`src/rtl/ghost_collision_monitor.sv`:
```
// Ghost/player collision monitor: detects overlap and swap collisions on each
// move_tick, counts lives, and sequences the freeze/respawn/game-over states.
module ghost_collision_monitor #(
    parameter int NUM_GHOSTS   = 4,
    parameter int START_LIVES  = 3,
    parameter int FREEZE_TICKS = 3
) (
    input  logic                    clk,
    input  logic                    reset,
    input  logic                    move_tick,
    input  logic [9:0]              player_x,
    input  logic [8:0]              player_y,
    input  logic [10*NUM_GHOSTS-1:0] ghost_x,
    input  logic [9*NUM_GHOSTS-1:0]  ghost_y,
    input  logic                    restart,
    output logic                    hit,
    output logic [1:0]              hit_ghost,
    output logic [1:0]              lives,
    output logic                    freeze,
    output logic                    respawn,
    output logic                    game_over
);

    typedef enum logic [1:0] {
        PLAY = 2'd0,
        HIT  = 2'd1,
        OVER = 2'd2
    } state_e;

    localparam logic [1:0] LIVES_INIT  = 2'(START_LIVES);
    localparam logic [3:0] FREEZE_INIT = 4'(FREEZE_TICKS);

    state_e                    state_q, state_d;
    logic [1:0]                lives_q, lives_d;
    logic [1:0]                hit_ghost_q, hit_ghost_d;
    logic [3:0]                freeze_cnt_q, freeze_cnt_d;
    logic                      hit_q, hit_d;
    logic                      respawn_q, respawn_d;
    logic                      freeze_q, freeze_d;
    logic                      game_over_q, game_over_d;
    logic                      prev_valid_q, prev_valid_d;
    logic [9:0]                prev_px_q, prev_px_d;
    logic [8:0]                prev_py_q, prev_py_d;
    logic [10*NUM_GHOSTS-1:0]  prev_gx_q, prev_gx_d;
    logic [9*NUM_GHOSTS-1:0]   prev_gy_q, prev_gy_d;

    logic [NUM_GHOSTS-1:0]     collide;
    logic [1:0]                hit_idx;
    logic                      any_hit;

    // A swap means the ghost and player exchanged tiles between two ticks,
    // which an overlap test alone would miss.
    always_comb begin
        collide = '0;
        for (int i = 0; i < NUM_GHOSTS; i++) begin
            collide[i] = ((ghost_x[10*i +: 10] == player_x) &&
                          (ghost_y[9*i +: 9]   == player_y)) ||
                         (prev_valid_q &&
                          (ghost_x[10*i +: 10]   == prev_px_q) &&
                          (ghost_y[9*i +: 9]     == prev_py_q) &&
                          (prev_gx_q[10*i +: 10] == player_x) &&
                          (prev_gy_q[9*i +: 9]   == player_y));
        end
    end

    // Scanning downward lets the lowest colliding index win.
    always_comb begin
        hit_idx = '0;
        for (int i = NUM_GHOSTS - 1; i >= 0; i--) begin
            if (collide[i]) begin
                hit_idx = 2'(i);
            end
        end
    end

    assign any_hit = |collide;

    always_comb begin
        // NOTE: every next-state signal gets a default first so no path through
        // the case statement leaves it unassigned and infers a latch.
        state_d      = state_q;
        lives_d      = lives_q;
        hit_ghost_d  = hit_ghost_q;
        freeze_cnt_d = freeze_cnt_q;
        hit_d        = 1'b0;
        respawn_d    = 1'b0;
        freeze_d     = freeze_q;
        game_over_d  = game_over_q;
        prev_valid_d = prev_valid_q;
        prev_px_d    = prev_px_q;
        prev_py_d    = prev_py_q;
        prev_gx_d    = prev_gx_q;
        prev_gy_d    = prev_gy_q;

        if (restart) begin
            state_d      = PLAY;
            lives_d      = LIVES_INIT;
            freeze_cnt_d = '0;
            respawn_d    = 1'b1;
            freeze_d     = 1'b0;
            game_over_d  = 1'b0;
            prev_valid_d = 1'b0;
        end else begin
            unique case (state_q)
                PLAY: begin
                    if (move_tick) begin
                        prev_valid_d = 1'b1;
                        prev_px_d    = player_x;
                        prev_py_d    = player_y;
                        prev_gx_d    = ghost_x;
                        prev_gy_d    = ghost_y;
                        if (any_hit) begin
                            hit_d       = 1'b1;
                            hit_ghost_d = hit_idx;
                            freeze_d    = 1'b1;
                            lives_d     = (lives_q == 2'd0) ? 2'd0 : lives_q - 2'd1;
                            if (lives_q <= 2'd1) begin
                                state_d     = OVER;
                                game_over_d = 1'b1;
                            end else begin
                                state_d      = HIT;
                                freeze_cnt_d = FREEZE_INIT;
                            end
                        end
                    end
                end
                HIT: begin
                    freeze_d = 1'b1;
                    if (move_tick) begin
                        if (freeze_cnt_q <= 4'd1) begin
                            freeze_cnt_d = '0;
                            respawn_d    = 1'b1;
                            prev_valid_d = 1'b0;
                            freeze_d     = 1'b0;
                            state_d      = PLAY;
                        end else begin
                            freeze_cnt_d = freeze_cnt_q - 4'd1;
                        end
                    end
                end
                OVER: begin
                    freeze_d    = 1'b1;
                    game_over_d = 1'b1;
                end
                default: begin
                    state_d = PLAY;
                end
            endcase
        end
    end

    // NOTE: the previous-position registers are reset too, so a stale swap
    // match can never fire from power-up contents.
    always_ff @(posedge clk or negedge reset) begin
        if (!reset) begin
            state_q      <= PLAY;
            lives_q      <= LIVES_INIT;
            hit_ghost_q  <= '0;
            freeze_cnt_q <= '0;
            hit_q        <= 1'b0;
            respawn_q    <= 1'b0;
            freeze_q     <= 1'b0;
            game_over_q  <= 1'b0;
            prev_valid_q <= 1'b0;
            prev_px_q    <= '0;
            prev_py_q    <= '0;
            prev_gx_q    <= '0;
            prev_gy_q    <= '0;
        end else begin
            // NOTE: non-blocking assignments keep every register sampling the
            // pre-edge values, independent of statement order.
            state_q      <= state_d;
            lives_q      <= lives_d;
            hit_ghost_q  <= hit_ghost_d;
            freeze_cnt_q <= freeze_cnt_d;
            hit_q        <= hit_d;
            respawn_q    <= respawn_d;
            freeze_q     <= freeze_d;
            game_over_q  <= game_over_d;
            prev_valid_q <= prev_valid_d;
            prev_px_q    <= prev_px_d;
            prev_py_q    <= prev_py_d;
            prev_gx_q    <= prev_gx_d;
            prev_gy_q    <= prev_gy_d;
        end
    end

    assign hit       = hit_q;
    assign hit_ghost = hit_ghost_q;
    assign lives     = lives_q;
    assign freeze    = freeze_q;
    assign respawn   = respawn_q;
    assign game_over = game_over_q;

endmodule

```
`config.mk`:
```
export PLATFORM = sky130hd
export DESIGN_NAME = ghost_collision_monitor
export DESIGN_NICKNAME = d
export VERILOG_FILES = /design/src/rtl/ghost_collision_monitor.sv
export SDC_FILE = /design/constraint.sdc
export NUM_CORES = 1
export LEC_CHECK = 0
export CAP_MARGIN = 40
export CELL_PAD_IN_SITES_DETAIL_PLACEMENT = 1
export CELL_PAD_IN_SITES_GLOBAL_PLACEMENT = 2
export CORE_ASPECT_RATIO = 1.1
export CORE_MARGIN = 4
export CORE_UTILIZATION = 33
export CTS_BUF_LIST = sky130_fd_sc_hd__clkbuf_4
export DETAILED_ROUTE_END_ITERATION = 8
export PLACE_DENSITY = 0.76
export RECOVER_POWER = 100
export SETUP_SLACK_MARGIN = 0.5
export SYNTH_ARGS = -nofsm -noshare
export SYNTH_HDL_FRONTEND = slang
export SYNTH_SLANG_ARGS = --single-unit
```
`constraint.sdc`:
```
create_clock -name clk -period 2 [get_ports clk]
set_input_delay 0.4 -clock clk [delete_from_list [all_inputs] [get_ports clk]]
set_output_delay 0.4 -clock clk [all_outputs]
set_load 0.005 [all_outputs]
```
Word level (Yosys, flattened, before mapping):

Cells that the tools add are included.

* add/subtract/negate cells: 2
* order comparisons: 2
* eq/ne operators: 33
* multiplexer cells: 47
* bitwise logic cells: 1
* reductions and logical operators: 41

Operator list (number)
* $eq 10x10->1: 12
* $eq 9x9->1: 12
* $mux 2: 15
* $mux 4: 6
* $mux 1: 21
* $logic_and 1x1->1: 20
* $ne 3x3->1 const B: 6
* $reduce_and 4->1: 3
* $reduce_and 5->1: 2
* $reduce_and 3->1: 3
* $pmux 4 s2: 1
* $pmux 2 s3: 1
* $reduce_bool 2->1: 3
* $reduce_bool 3->1: 2
* $le 4x1->1 const B: 1
* $logic_not 2->1: 2
* $logic_or 1x1->1: 4
* $pmux 1 s2: 2
* $reduce_bool 4->1: 1
* $reduce_or 4->1: 1
* $sub 4x1->4 const B: 1
* $pmux 1 s3: 1
* $eq 2x1->1 const B: 1
* $eq 2x2->1 const B: 1
* other kinds (4): 4

* bits in registers: 110
* input port bits: 99
* output and inout port bits: 8
* logic and storage cells: 139

Depth between registers and ports, before layout:

Gate-level depths: netlist of the first run.

* word-level depth: 11
* depth in mapped cells: 9
* gate-level depth less buffers: 8

Least setup slack after synthesis of the first run:

OpenSTA, ideal clock, no wires.

* path type: input to register
* start point: input port player_y[6]
* end point: register game_over_q (netlist: game_over)
* library setup time: 0.074 ns
* arrival: 2.211 ns
* required time: 1.926 ns
* slack: -0.285 ns
* stages: 9
* buffers on the path: 1
* cell sequence: buf_4 xor2_1 nor4_2 nand4_1 or4_4 nand4_4 o31ai_4 or3_1 a21oi_2

* word-level cells in the longest chain between the ends: 6
* elaborated cells on any way between the ends: 23
* those cells by class: 9 x eq/ne; 14 x reduce/logical

Ends and longest elaborated chain
* start, declared: line 12 `input logic [8:0] player_y,`
* $eq 9x9->1 (on tied branches): line 57, 62
* $logic_and 1x1->1 (on tied branches): line 56, 61
* $logic_or 1x1->1: line 57 `(ghost_y[9*i +: 9] == player_y)) ||`
* $reduce_or 4->1 *: line 76 `assign any_hit = |collide;`
* $ne 3x3->1 (no source line) *
* $reduce_and 4->1 (no source line) *
* end signal, assigned: line 179 `game_over_q <= game_over_d;`
* end, declared: line 40 `logic game_over_q, game_over_d;`

Every way passes the cells marked *; elsewhere a longest branch is shown, timed or not.
A chain may end at the register's enable or synchronous reset.

Final worst setup path of the first run:

* start point: register prev_py_q[5]
* end point: register freeze_cnt_q[1]

* word-level cells in the longest chain between the ends: 8
* elaborated cells on any way between the ends: 23
* those cells by class: 5 x eq/ne; 18 x reduce/logical

Ends and longest elaborated chain
* start, declared: line 43 `logic [8:0] prev_py_q, prev_py_d;`
* start signal, assigned: line 182 `prev_py_q <= prev_py_d;`
* $eq 9x9->1: line 60 `(ghost_y[9*i +: 9] == prev_py_q) &&`
* $logic_and 1x1->1: line 59 `(ghost_x[10*i +: 10] == prev_px_q) &&`
* $logic_and 1x1->1: line 60
* $logic_and 1x1->1: line 61 `(prev_gx_q[10*i +: 10] == player_x) &&`
* $logic_or 1x1->1: line 57
* $reduce_or 4->1 *: line 76
* $ne 3x3->1 (no source line) *
* $reduce_and 5->1 (no source line) *
* end signal, assigned: line 175 `freeze_cnt_q <= freeze_cnt_d;`
* end, declared: line 36 `logic [3:0] freeze_cnt_q, freeze_cnt_d;`

Marks and branches as above.

==> flow_summary.toml, run 1 <==
[outcome]
status = "finished, violations left"
violations = "negative setup slack"

[sta]
setup_violations = 13
grt_setup_unrepaired = "true"
relSlewSlack_pct = 45.3
fmax_mhz = 392
finClkSkew_ns = 0.0169
fin_crit_sh_pct = 128
fin_ws_ns = -0.551
hold_viol = 0
maxSlewViolCount = 0
tightest_slew_ns = 0.821
hold_ws_ns = 0.498
finalCriticalPeriod_ns = 2.55

[routing]
routed_wl_mm = 26.3
drc = 0
wl_per_cell_um = 22.9
avgViaCountPerCell = 4.97
ant_nets = 0
drtPass1Iterations = 4
first_iter_violations = 244
vias = 5719

[clocking]
root_buffer = "clkbuf_4"
clockBufferDepth = 2
clock-sinks = 110
htreeDepth = 3
insertion_delay_ns = 0.51
clk_pin_slew_ns = 0.17
tritoncts = "yes"
cts_made_buffers = 9

[finish]
nets = 963
area_growth_pct = 40.9
layout-drive-gt1-share_pct = 38.5

[critical_path]
path_class = "reg2reg"
crit_chain = "buf_12 -> xor2_1 -> nor4_2 -> nand4_1 -> or4_4 -> nand4_4 -> o31ai_4 -> a21oi_2 -> mux2i_1"
crit_required_ns = 2.45
critPathMaxFanout = 8
start_kind = "flip-flop"
slowest_delay_ns = 0.54
arrival_ns = 3.00
cp-end-kind = "flip-flop"
cpMaxStageDelayCell = "or4_4"

[synth]
yosysSeqAreaShare_pct = 39.1
syn-num-nets = 732
async_flop_share_pct = 100
ys.warnings.count = 0
synth_seq_cells = 110
synth-edff-count = 0
dominantRegCellSynth = "dfrtp_1"
synth_area_per_cell_um2 = 11.2
synth_cell_types = 42
synth_area_um2 = 7050
syn_inst = 631

[pwr]
powerDensity_nw_per_um2 = 619
leakage_nw = 4.05
vdd_drop_max_mv = 0.269

[grt]
grt_pass1_vias = 6638
grt_start_max_net_pins = 31
antenna_found_initial = 1
overflow = 0
grt_pass1_wl_mm = 40.0
grt_usage_pct = 22.4

[placed_design]
numPortBuffers = 106
pre_cts_slack_ns = -1.18
place_congestion = 0.935
hpwl_mm = 20.9

[die]
core_area_um2 = 20800
fp.dieW_um = 147
start_util_pct = 33.9
die_h_um = 161
ios = 107
die_area_um2 = 23800
rows = 55

[hold_path]
worstHoldPathType = "in2async"

[run]
cap_violations = 0
## timing repair
item,CTS,global route
setup endpoints to repair,116,113
pin swaps,21,14
hold buffers,1,0
endpoints found under the hold margin,25,0
gates resized for setup,76,24
setup buffers,17,2
## report_power, final
part	switching [mW]	total [mW]	internal, mW
registers	0.283	2.80	2.52
logic	1.02	2.20	1.18
clock network	0.774	1.15	0.371
## synthesized netlist by cell type (2+ instances only)
master	instances	share of area [%]
xor2_1	115	14
xnor2_1	112	14
dfrtp_1	108	38
mux2_2	95	15
nand4_1	36	3.2
nor4_1	30	2.7
clkbuf_1	28	1.5
buf_2	11	0.78
nor2_1	9	0.48
nor3_1	9	0.64
inv_1	8	0.43
buf_6	7	1.1
mux2i_1	6	0.85
nand2_1	6	0.32
a21oi_1	5	0.36
nand2b_1	5	0.44
o21ai_0	5	0.36
buf_4	4	0.43
a21oi_2	2	0.25
a31o_2	2	0.25
dfstp_2	2	0.75
ha_1	2	0.36
nand3_1	2	0.14
o21a_1	2	0.21
or4_1	2	0.21
or4_4	2	0.32
## registers in the layout, indices dropped and copies added, names as in the netlist
register	count
prev_valid_q	1
hit	1
prev_px_q	10
prev_gy_q	36
prev_gx_q	40
prev_py_q	9
freeze	1
respawn	1
state_q	2
hit_ghost	2
game_over	1
freeze_cnt_q	4
lives	2
## per-layer routing
layer	up-vias	global-route usage [%]	wire, um
li1	2623	-	-
met1	2899	27.8	11300
met2	144	38.4	12900
met3	53	3.45	1040
met4	0	10.3	1110
met5	-	0	0
## metrics by stage
step / power [mW] / cell area, um2 / util (%) / setup TNS [ns] / instances
after floorplan: 3.87 / 7270 / - / -1.66 / 631
after global placement: 4.84 / 9460 / 45.5 / -16.61 / 1116
after detailed placement: 4.89 / 9460 / 45.5 / -17.73 / 1116
after CTS: 6.15 / 9840 / 47.4 / -5.69 / 1147
after global routing: 6.45 / 9930 / 47.8 / -7.52 / 1150
final: 6.15 / 9930 / 47.8 / -5.81 / 1150
## worst max-delay path, delay by kind of cell (launching register included)
kind | cells | cell delay [ns]
flip-flops | 1 | 0.47
multiplexers | 1 | 0.22
buffers and inverters | 1 | 0.16
AO/OA/AOI/OAI | 2 | 0.36
XOR/XNOR | 1 | 0.16
AND/OR/NAND/NOR | 4 | 1.13
## area by class of cell
type                    instances  area [um2]
clock buffers                  10        75.1
well taps                     285         357
diodes                          1        2.50
fillers                      2303       10900
repair buffers                271        2400
flip-flops and latches        110        2760
multi-input cells             462        4260
inverters                       8        30.0
clock inverters                 3        38.8
## final timing paths
check | start | endpoint | slack (ns) | cells after the start
worst max-delay path | prev_py_q[5] | freeze_cnt_q[1] | -0.55 | 9
worst min-delay path | reset | prev_gx_q[32] | 0.50 | 2
worst max register to register | prev_py_q[5] | freeze_cnt_q[1] | -0.55 | 9
worst min register to register | prev_gx_q[3] | prev_gx_q[3] | 0.55 | 1
max in group asynchronous | reset | prev_px_q[4] | 0.15 | 3
min in group clk | player_x[3] | prev_px_q[3] | 0.51 | 3
## kinds of logic after synthesis
logic type	share of synthesized area, %
AOI/OAI and AO/OA	2.82
xor gates and xnor gates	28.2
adders and majority gates	0.355
buffers and inverters	4.30
DFF	39.1
muxes	16.0
and+or+nand+nor	9.18
## placed cells by master, fill, tap and decap left out, types with 3 or more instances in the layout
master           netlist  routed
clkbuf_4               0      10
xnor2_1              112     103
nor4_2                 1      15
xor2_1               115     115
nor3_1                 9       6
dlygate4sd2_1          0       9
nand2b_1               5       5
dfrtp_2                0       7
nor4_1                30      14
mux2_2                95      95
xnor2_2                0       8
nor2_1                 9       8
nand2_1                6       5
o21ai_0                5       4
clkdlybuf4s50_1        0      88
clkbuf_1              28       6
dfrtp_1              108     101
inv_1                  8       6
mux2i_1                6       6
nand4_1               36      36
buf_4                  4     145
a21oi_2                2       3
buf_6                  7       7
buf_12                 0      11
a21oi_1                5       4
No activity file was read; power rests on OpenSTA's default activity.
==> run 2, diff against run 1 <==
--- a/config.mk
+++ b/config.mk
@@ -13,6 +13,7 @@
 export CORE_UTILIZATION = 33
 export CTS_BUF_LIST = sky130_fd_sc_hd__clkbuf_4
 export DETAILED_ROUTE_END_ITERATION = 8
+export HOLD_SLACK_MARGIN = 0.02
 export PLACE_DENSITY = 0.76
 export RECOVER_POWER = 100
 export SETUP_SLACK_MARGIN = 0.5
==> results of run 2 <==
The final DEF is identical to that of run 1; final timing and power are the same.
